--- src/rtl/tinyalu_core.sv ---
// ----------------------------------------------------------------------------
// tinyalu_core
//
// DUT side of the TinyALU start/done protocol. Two unsigned 8-bit operands
// and a 3-bit opcode are captured when `start` is seen in IDLE. The block
// returns a registered 16-bit `result` with a one-cycle `done` pulse.
//
// Opcodes: 000 no_op, 001 add, 010 and, 011 xor, 100 mul, 111 rst_op.
// 101 and 110 are unused. no_op, rst_op and the unused codes never raise
// `done`.
//
// Configuration macro: TINYALU_MUL_PIPE_EN
//   defined   : multiply runs through a 3-stage registered pipeline
//               (operand, product and output registers), so `done` comes
//               3 cycles after launch.
//   undefined : multiply is combinational off the captured operands and
//               completes in 1 cycle, like add/and/xor.
//
// Ports:
//   clk      in   1  clock, rising edge
//   reset_n  in   1  asynchronous active-low reset
//   A        in   8  operand A (unsigned)
//   B        in   8  operand B (unsigned)
//   op       in   3  opcode
//   start    in   1  request, held high by the initiator until done
//   done     out  1  one-cycle pulse, result valid
//   result   out 16  registered result, holds between operations
// ----------------------------------------------------------------------------
module tinyalu_core (
    input  logic        clk,
    input  logic        reset_n,
    input  logic [7:0]  A,
    input  logic [7:0]  B,
    input  logic [2:0]  op,
    input  logic        start,
    output logic        done,
    output logic [15:0] result
);

    localparam logic [2:0] OP_ADD = 3'b001;
    localparam logic [2:0] OP_AND = 3'b010;
    localparam logic [2:0] OP_XOR = 3'b011;
    localparam logic [2:0] OP_MUL = 3'b100;

    typedef enum logic [1:0] {
        ST_IDLE,
        ST_SINGLE,
        ST_MUL,
        ST_RELEASE
    } state_t;

    state_t      state_reg;
    logic [7:0]  a_reg;
    logic [7:0]  b_reg;
    logic [2:0]  op_reg;
    logic [15:0] single_res;
    logic [8:0]  sum9;

`ifdef TINYALU_MUL_PIPE_EN
    logic [1:0]  stage_cnt_reg;
    logic [15:0] prod_reg;
    logic [15:0] mul_out_reg;
`endif

    // Single-cycle results are formed from the captured operands only, so
    // input changes after launch cannot leak into the result.
    assign sum9 = {1'b0, a_reg} + {1'b0, b_reg};

    always_comb begin
        single_res = 16'h0000;
        case (op_reg)
            OP_ADD: single_res = {7'b0, sum9};
            OP_AND: single_res = {8'b0, a_reg & b_reg};
            OP_XOR: single_res = {8'b0, a_reg ^ b_reg};
`ifndef TINYALU_MUL_PIPE_EN
            OP_MUL: single_res = {8'b0, a_reg} * {8'b0, b_reg};
`endif
            default: single_res = 16'h0000;
        endcase
    end

    always_ff @(posedge clk or negedge reset_n) begin
        if (!reset_n) begin
            state_reg     <= ST_IDLE;
            a_reg         <= 8'h00;
            b_reg         <= 8'h00;
            op_reg        <= 3'b000;
            done          <= 1'b0;
            result        <= 16'h0000;
`ifdef TINYALU_MUL_PIPE_EN
            stage_cnt_reg <= 2'd0;
            prod_reg      <= 16'h0000;
            mul_out_reg   <= 16'h0000;
`endif
        end else begin
            // done is a pulse: it is raised only in the completing cycle
            done <= 1'b0;

            case (state_reg)
                ST_IDLE: begin
                    if (start) begin
                        a_reg  <= A;
                        b_reg  <= B;
                        op_reg <= op;
                        case (op)
                            OP_ADD, OP_AND, OP_XOR: state_reg <= ST_SINGLE;
                            OP_MUL: begin
`ifdef TINYALU_MUL_PIPE_EN
                                state_reg     <= ST_MUL;
                                stage_cnt_reg <= 2'd0;
`else
                                state_reg     <= ST_SINGLE;
`endif
                            end
                            // no_op, rst_op and unused codes: wait for start
                            // to drop without producing anything
                            default: state_reg <= ST_RELEASE;
                        endcase
                    end
                end

                ST_SINGLE: begin
                    if (start) begin
                        result    <= single_res;
                        done      <= 1'b1;
                        state_reg <= ST_RELEASE;
                    end else begin
                        // initiator withdrew the request: silent abort
                        state_reg <= ST_IDLE;
                    end
                end

                ST_MUL: begin
`ifdef TINYALU_MUL_PIPE_EN
                    if (start) begin
                        prod_reg    <= {8'b0, a_reg} * {8'b0, b_reg};
                        mul_out_reg <= prod_reg;
                        // stage 1 (operands) was filled at launch; after the
                        // product and output stages the result is retired
                        if (stage_cnt_reg == 2'd2) begin
                            result    <= mul_out_reg;
                            done      <= 1'b1;
                            state_reg <= ST_RELEASE;
                        end else begin
                            stage_cnt_reg <= stage_cnt_reg + 2'd1;
                        end
                    end else begin
                        prod_reg      <= 16'h0000;
                        mul_out_reg   <= 16'h0000;
                        stage_cnt_reg <= 2'd0;
                        state_reg     <= ST_IDLE;
                    end
`else
                    state_reg <= ST_IDLE;
`endif
                end

                ST_RELEASE: begin
                    // never retrigger while start stays high
                    if (!start) begin
                        state_reg <= ST_IDLE;
                    end
                end

                default: state_reg <= ST_IDLE;
            endcase
        end
    end

endmodule

--- config.mk ---
export PLATFORM = sky130hd
export DESIGN_NAME = tinyalu_core
export DESIGN_NICKNAME = d
export VERILOG_FILES = /design/src/rtl/tinyalu_core.sv
export SDC_FILE = /design/constraint.sdc
export NUM_CORES = 1
export LEC_CHECK = 0
export CAP_MARGIN = 20
export CORE_AREA = 2 2 88 90
export CTS_CLUSTER_DIAMETER = 60
export DETAILED_ROUTE_END_ITERATION = 10
export DIE_AREA = 0 0 90 92
export DONT_BUFFER_PORTS = 1
export PLACE_DENSITY = 0.74
export RECOVER_POWER = 25
export SYNTH_ARGS = -nofsm -noshare
export SYNTH_HDL_FRONTEND = slang
export SYNTH_SLANG_ARGS = --single-unit
--- constraint.sdc ---
create_clock -name clk -period 4.8 [get_ports clk]
set_input_delay 0.72 -clock clk [delete_from_list [all_inputs] [get_ports clk]]
set_output_delay 0.72 -clock clk [all_outputs]
set_load 0.005 [all_outputs]
Word-level counts from Yosys, hierarchy flattened:

Cells that the tools add are included.

* bits in registers: 38
* logic and storage cells: 36
* input bits: 22
* output and inout bits: 17

* muxes and demuxes: 8
* eq/ne operators: 13
* bitwise logic cells: 2
* $mul: 1
* add/sub/neg operators: 1
* reductions and logical operators: 5

Operator list (count)
* one-hot mux 16 bit (4 select lines): 1
* multiplier 8 x 8 -> 16 bit: 1
* equality test 3 x 2 -> 1 bit (second input constant): 4
* adder 8 x 8 -> 9 bit: 1
* bitwise AND 8 bit: 1
* 2-to-1 mux 2 bit: 4
* one-hot mux 2 bit (4 select lines): 1
* XOR 8 bit: 1
* equality test 3 x 1 -> 1 bit (second input constant): 2
* equality test 3 bit (second input constant): 2
* AND reduction 2 bit: 3
* equality test 2 bit (second input constant): 2
* != test 2 bit (second input constant): 2
* OR reduction 4 bit: 1
* equality test 2 x 1 -> 1 bit (second input constant): 1
* zero test 2 bit: 1
* 2-to-1 mux 1 bit: 2

Logic depth before layout (Yosys ltp):

* depth after elaboration: 5
* mapped depth: 17
* gate-level depth less buffers: 16

Worst setup path after synthesis:

Ideal clock, no wire load.

* kind: register to register
* start: register a_reg[4]
* end: register result[15]
* path slack: 0.517 ns
* required time: 4.679 ns
* data arrival time: 4.162 ns
* period minus slack after synthesis: 4.283 ns
* cell stages (with the launch flop): 16
* library setup time: 0.121 ns
* buffers on the path: 1
* cell sequence: dfrtp_1 ha_1 fa_1 fa_1 fa_1 inv_1 fa_1 inv_1 ha_1 buf_4 nand3_2 nor3_1 or3b_1 o211ai_2 xnor2_1 a22o_1

* cells in the longest elaborated chain, start to end: 2

RTL lines
* from (decl): RTL line 53 `logic [7:0] a_reg;`
* from (signal assigned): RTL line 85 `a_reg <= 8'h00;`
* from (signal assigned): RTL line 102 `a_reg <= A;`
* multiplier 8 x 8 -> 16 bit: RTL line 76 `OP_MUL: single_res = {8'b0, a_reg} * {8'b0, b_reg};`
* one-hot mux 16 bit (4 select lines): RTL line 71 `case (op_reg)`
* to (signal assigned): RTL line 124 `result <= single_res;`
* to (decl): RTL line 37 `output logic [15:0] result`

No other way between the ends.
A chain may end at the register's enable or synchronous reset.

Worst setup path in the final report:

* start: register b_reg[4]
* end: register result[15]

* cells in the longest elaborated chain, start to end: 2

RTL lines
* from (decl): RTL line 54 `logic [7:0] b_reg;`
* from (signal assigned): RTL line 86 `b_reg <= 8'h00;`
* from (signal assigned): RTL line 103 `b_reg <= B;`
* multiplier 8 x 8 -> 16 bit: RTL line 76
* one-hot mux 16 bit (4 select lines): RTL line 71

No other way between the ends.

==> results.yml <==
synthesis:
  yosysWarnings: 0
  synth_top_cell_by_area: "dfrtp_1"
  synthSimpleGateAreaFrac: 0.157
  syn_inst: 412
  synthesis.nets: 515
  yosysSeqAreaShare: 0.237
  syn_area_um2: 4010
  synth-seq-cells: 38
  synth_xor_area_frac: 0.0349
  synth_fa_ha_area_frac: 0.322
  async_flop_share: 1.00
  ys.flop_type: "dfrtp_1"
  syn_area_per_cell_um2: 9.74
  synth_compound_area_frac: 0.116
  synth_edf_count: 0
  netlist_top_cells_area: "dfrtp_1 24%, fa_1 18%, ha_1 14%"
  synth_top_family_by_area: "adder cells"
  synth_top_area_share: 0.237
  yosys-mux-area-fraction: 0.0714
  yosysUniqueCellTypes: 49
worst_setup_path:
  cp-start-kind: "flip-flop"
  critPathSlowestCell: "fa_1"
  path_common_cell: "fa_1"
  critPathArrivalTime_ns: 4.77
  cp.required_ns: 5.01
  crit_path_cell_trace: "ha_1 -> fa_1 -> fa_1 -> fa_1 -> inv_1 -> fa_1 -> inv_1 -> ha_1 -> nand3_2 -> nor3_2 -> or3b_1 -> o211ai_2 -> xnor2_1 -> a22o_1"
  cp_max_fo: 9
  max_stage_delay_ns: 0.57
  critPathKind: "flip-flop to flip-flop"
  end_kind: "flip-flop"
clocking:
  cts_sinks: 38
  cts_made_buffers: 5
  cts_buffer_depth: 2
  cts_tree: "yes"
  cts_resized: 0
  cts_hold_buf: 0
  clkLatencyLatePin_ns: 0.31
  root_buffer: "clkbuf_8"
  cts_setup_buffers: 0
  clk_pin_slew_ns: 0.09
  h-tree-depth: 2
placement:
  portBuffers: 0
  place_congestion: 0.887
  hpwl_mm: 7.35
timing:
  worst_pin_slew_ns: 0.768
  setup_tns_ns: 0
  setup_viol: 0
  fin_crit_sh: 0.951
  max_freq_ghz: 0.219
  rsz0062_at_grt: "no"
  drv_slew: 0
  slew_headroom: 0.486
  period_minus_slack_ns: 4.57
  fin_skew_ns: 0.0119
  hold_viol_final: 0
route:
  drt_iter0_markers: 128
  avgRoutedWirePerCell_um: 17.8
  drt-vias-per-instance: 5.61
  wirelength_mm: 9.23
  ant_nets: 0
  drc: 0
  vias: 2911
  firstDrtPassIters: 4
finish:
  nets: 519
  seq_area_um2: 952
  fillers: 660
  diodes: 0
  multi_input_area_um2: 2820
  final_core_util: 0.573
  drive_gt1_frac: 0.108
  synthToLayoutAreaGrowth_pct: 6.30
  largest_reg_flops: 16
  final_cell_mix: "53 x inv_1, 45 x and2_1, 43 x ha_1"
  layout_commonest_cell: "inv_1"
floorplanning:
  ios: 39
  dieArea_um2: 8280
  start_util: 0.539
  die_x_um: 90
  core_um2: 7450
  rows: 32
  die_h_um: 92
grt:
  grt-ovfl-total: 0
  antenna_found_initial: 0
  track_usage: 0.237
  grt_pass1_wl_mm: 15.7
  grt_max_degree: 39
  grt_pass1_vias: 3110
flow_run:
  drv_cap: 0
run_status:
  status: "finished clean"
hold_path:
  hp-class: "primary input to async pin"
==> path summary, 6_finish.rpt <==
path / startpoint / end / slack [ns] / cells past startpoint
worst max-delay path: b_reg[4] / result[15] / 0.23 / 14
worst min-delay path: reset_n / result[7] / 0.09 / 0
worst max register to register: b_reg[4] / result[15] / 0.23 / 14
worst min register to register: result[3] / result[3] / 0.52 / 2
max in group asynchronous: reset_n / a_reg[4] / 4.62 / 0
min in group clk: result[3] / result[3] / 0.52 / 2
==> worst max-delay path: cells and delay by family, from the launching register on <==
family	cells	cell delay, ns
flops	1	0.48
compound gates	2	0.28
buf+inv	2	0.10
xor+xnor	1	0.09
simple gates	3	0.75
fa+ha+maj	6	2.78
==> metal layers <==
layer / up-vias / part of all wire / track usage
li1: 1387 / - / -
met4: 0 / 0.012 / 0.0385
met1: 1453 / 0.46 / 0.324
met3: 10 / 0.043 / 0.0493
met5: - / 0 / 0
met2: 61 / 0.48 / 0.399
==> logic make-up (layout without fill, tap and decap cells) <==
family | count (synthesis) | in the layout
simple gates | 119 | 119
fa+ha+maj | 81 | 81
compound gates | 69 | 69
buf+inv | 63 | 68
flops | 38 | 38
mux | 26 | 26
xor+xnor | 16 | 16
==> synthesized netlist by cell type (2+ instances only) <==
| master | instances |
|---|---|
| o211ai_1 | 2 |
| o22a_1 | 2 |
| xnor2_1 | 9 |
| fa_1 | 37 |
| o21ai_0 | 14 |
| nor2_1 | 19 |
| buf_2 | 2 |
| a22o_1 | 3 |
| o21a_1 | 3 |
| dfrtp_1 | 38 |
| a21o_1 | 4 |
| clkbuf_1 | 3 |
| mux2_2 | 21 |
| nor2b_1 | 7 |
| o31ai_1 | 4 |
| a22oi_1 | 3 |
| inv_1 | 53 |
| mux2i_1 | 5 |
| buf_4 | 3 |
| ha_1 | 44 |
| nand2b_1 | 4 |
| xor2_1 | 7 |
| a222oi_1 | 2 |
| a21oi_1 | 19 |
| nand3b_1 | 2 |
| nand2_1 | 28 |
| nand3_1 | 4 |
| nor3_1 | 3 |
| o21bai_1 | 2 |
| and2_1 | 45 |
| a211oi_1 | 2 |
==> final cells by class <==
cell class	instances	share of cell area
Clock buffer	5	0.0161
Clock inverter	3	0.0106
Inverter	54	0.0475
Multi-Input combinational cell	311	0.662
Sequential cell	38	0.223
Tap cell	102	0.0299
Timing Repair Buffer	6	0.0106
==> metrics by stage <==
| step | hold WS (ns) | instance area (um^2) | worst slack (ns) | cells |
|---|---|---|---|---|
| 2_1_floorplan | 0.424 | 4010 | 0.517 | 412 |
| 3_3_place_gp | 0.425 | 4140 | 0.259 | 511 |
| 3_5_place_dp | 0.425 | 4140 | 0.158 | 511 |
| 4_1_cts | 0.0853 | 4260 | 0.150 | 519 |
| 5_1_grt | 0.0791 | 4270 | 0.0236 | 519 |
| 6_report | 0.0907 | 4270 | 0.233 | 519 |
Power is not shown: default switching activity piles up to over one toggle a cycle in this logic, so the estimate is an artifact.
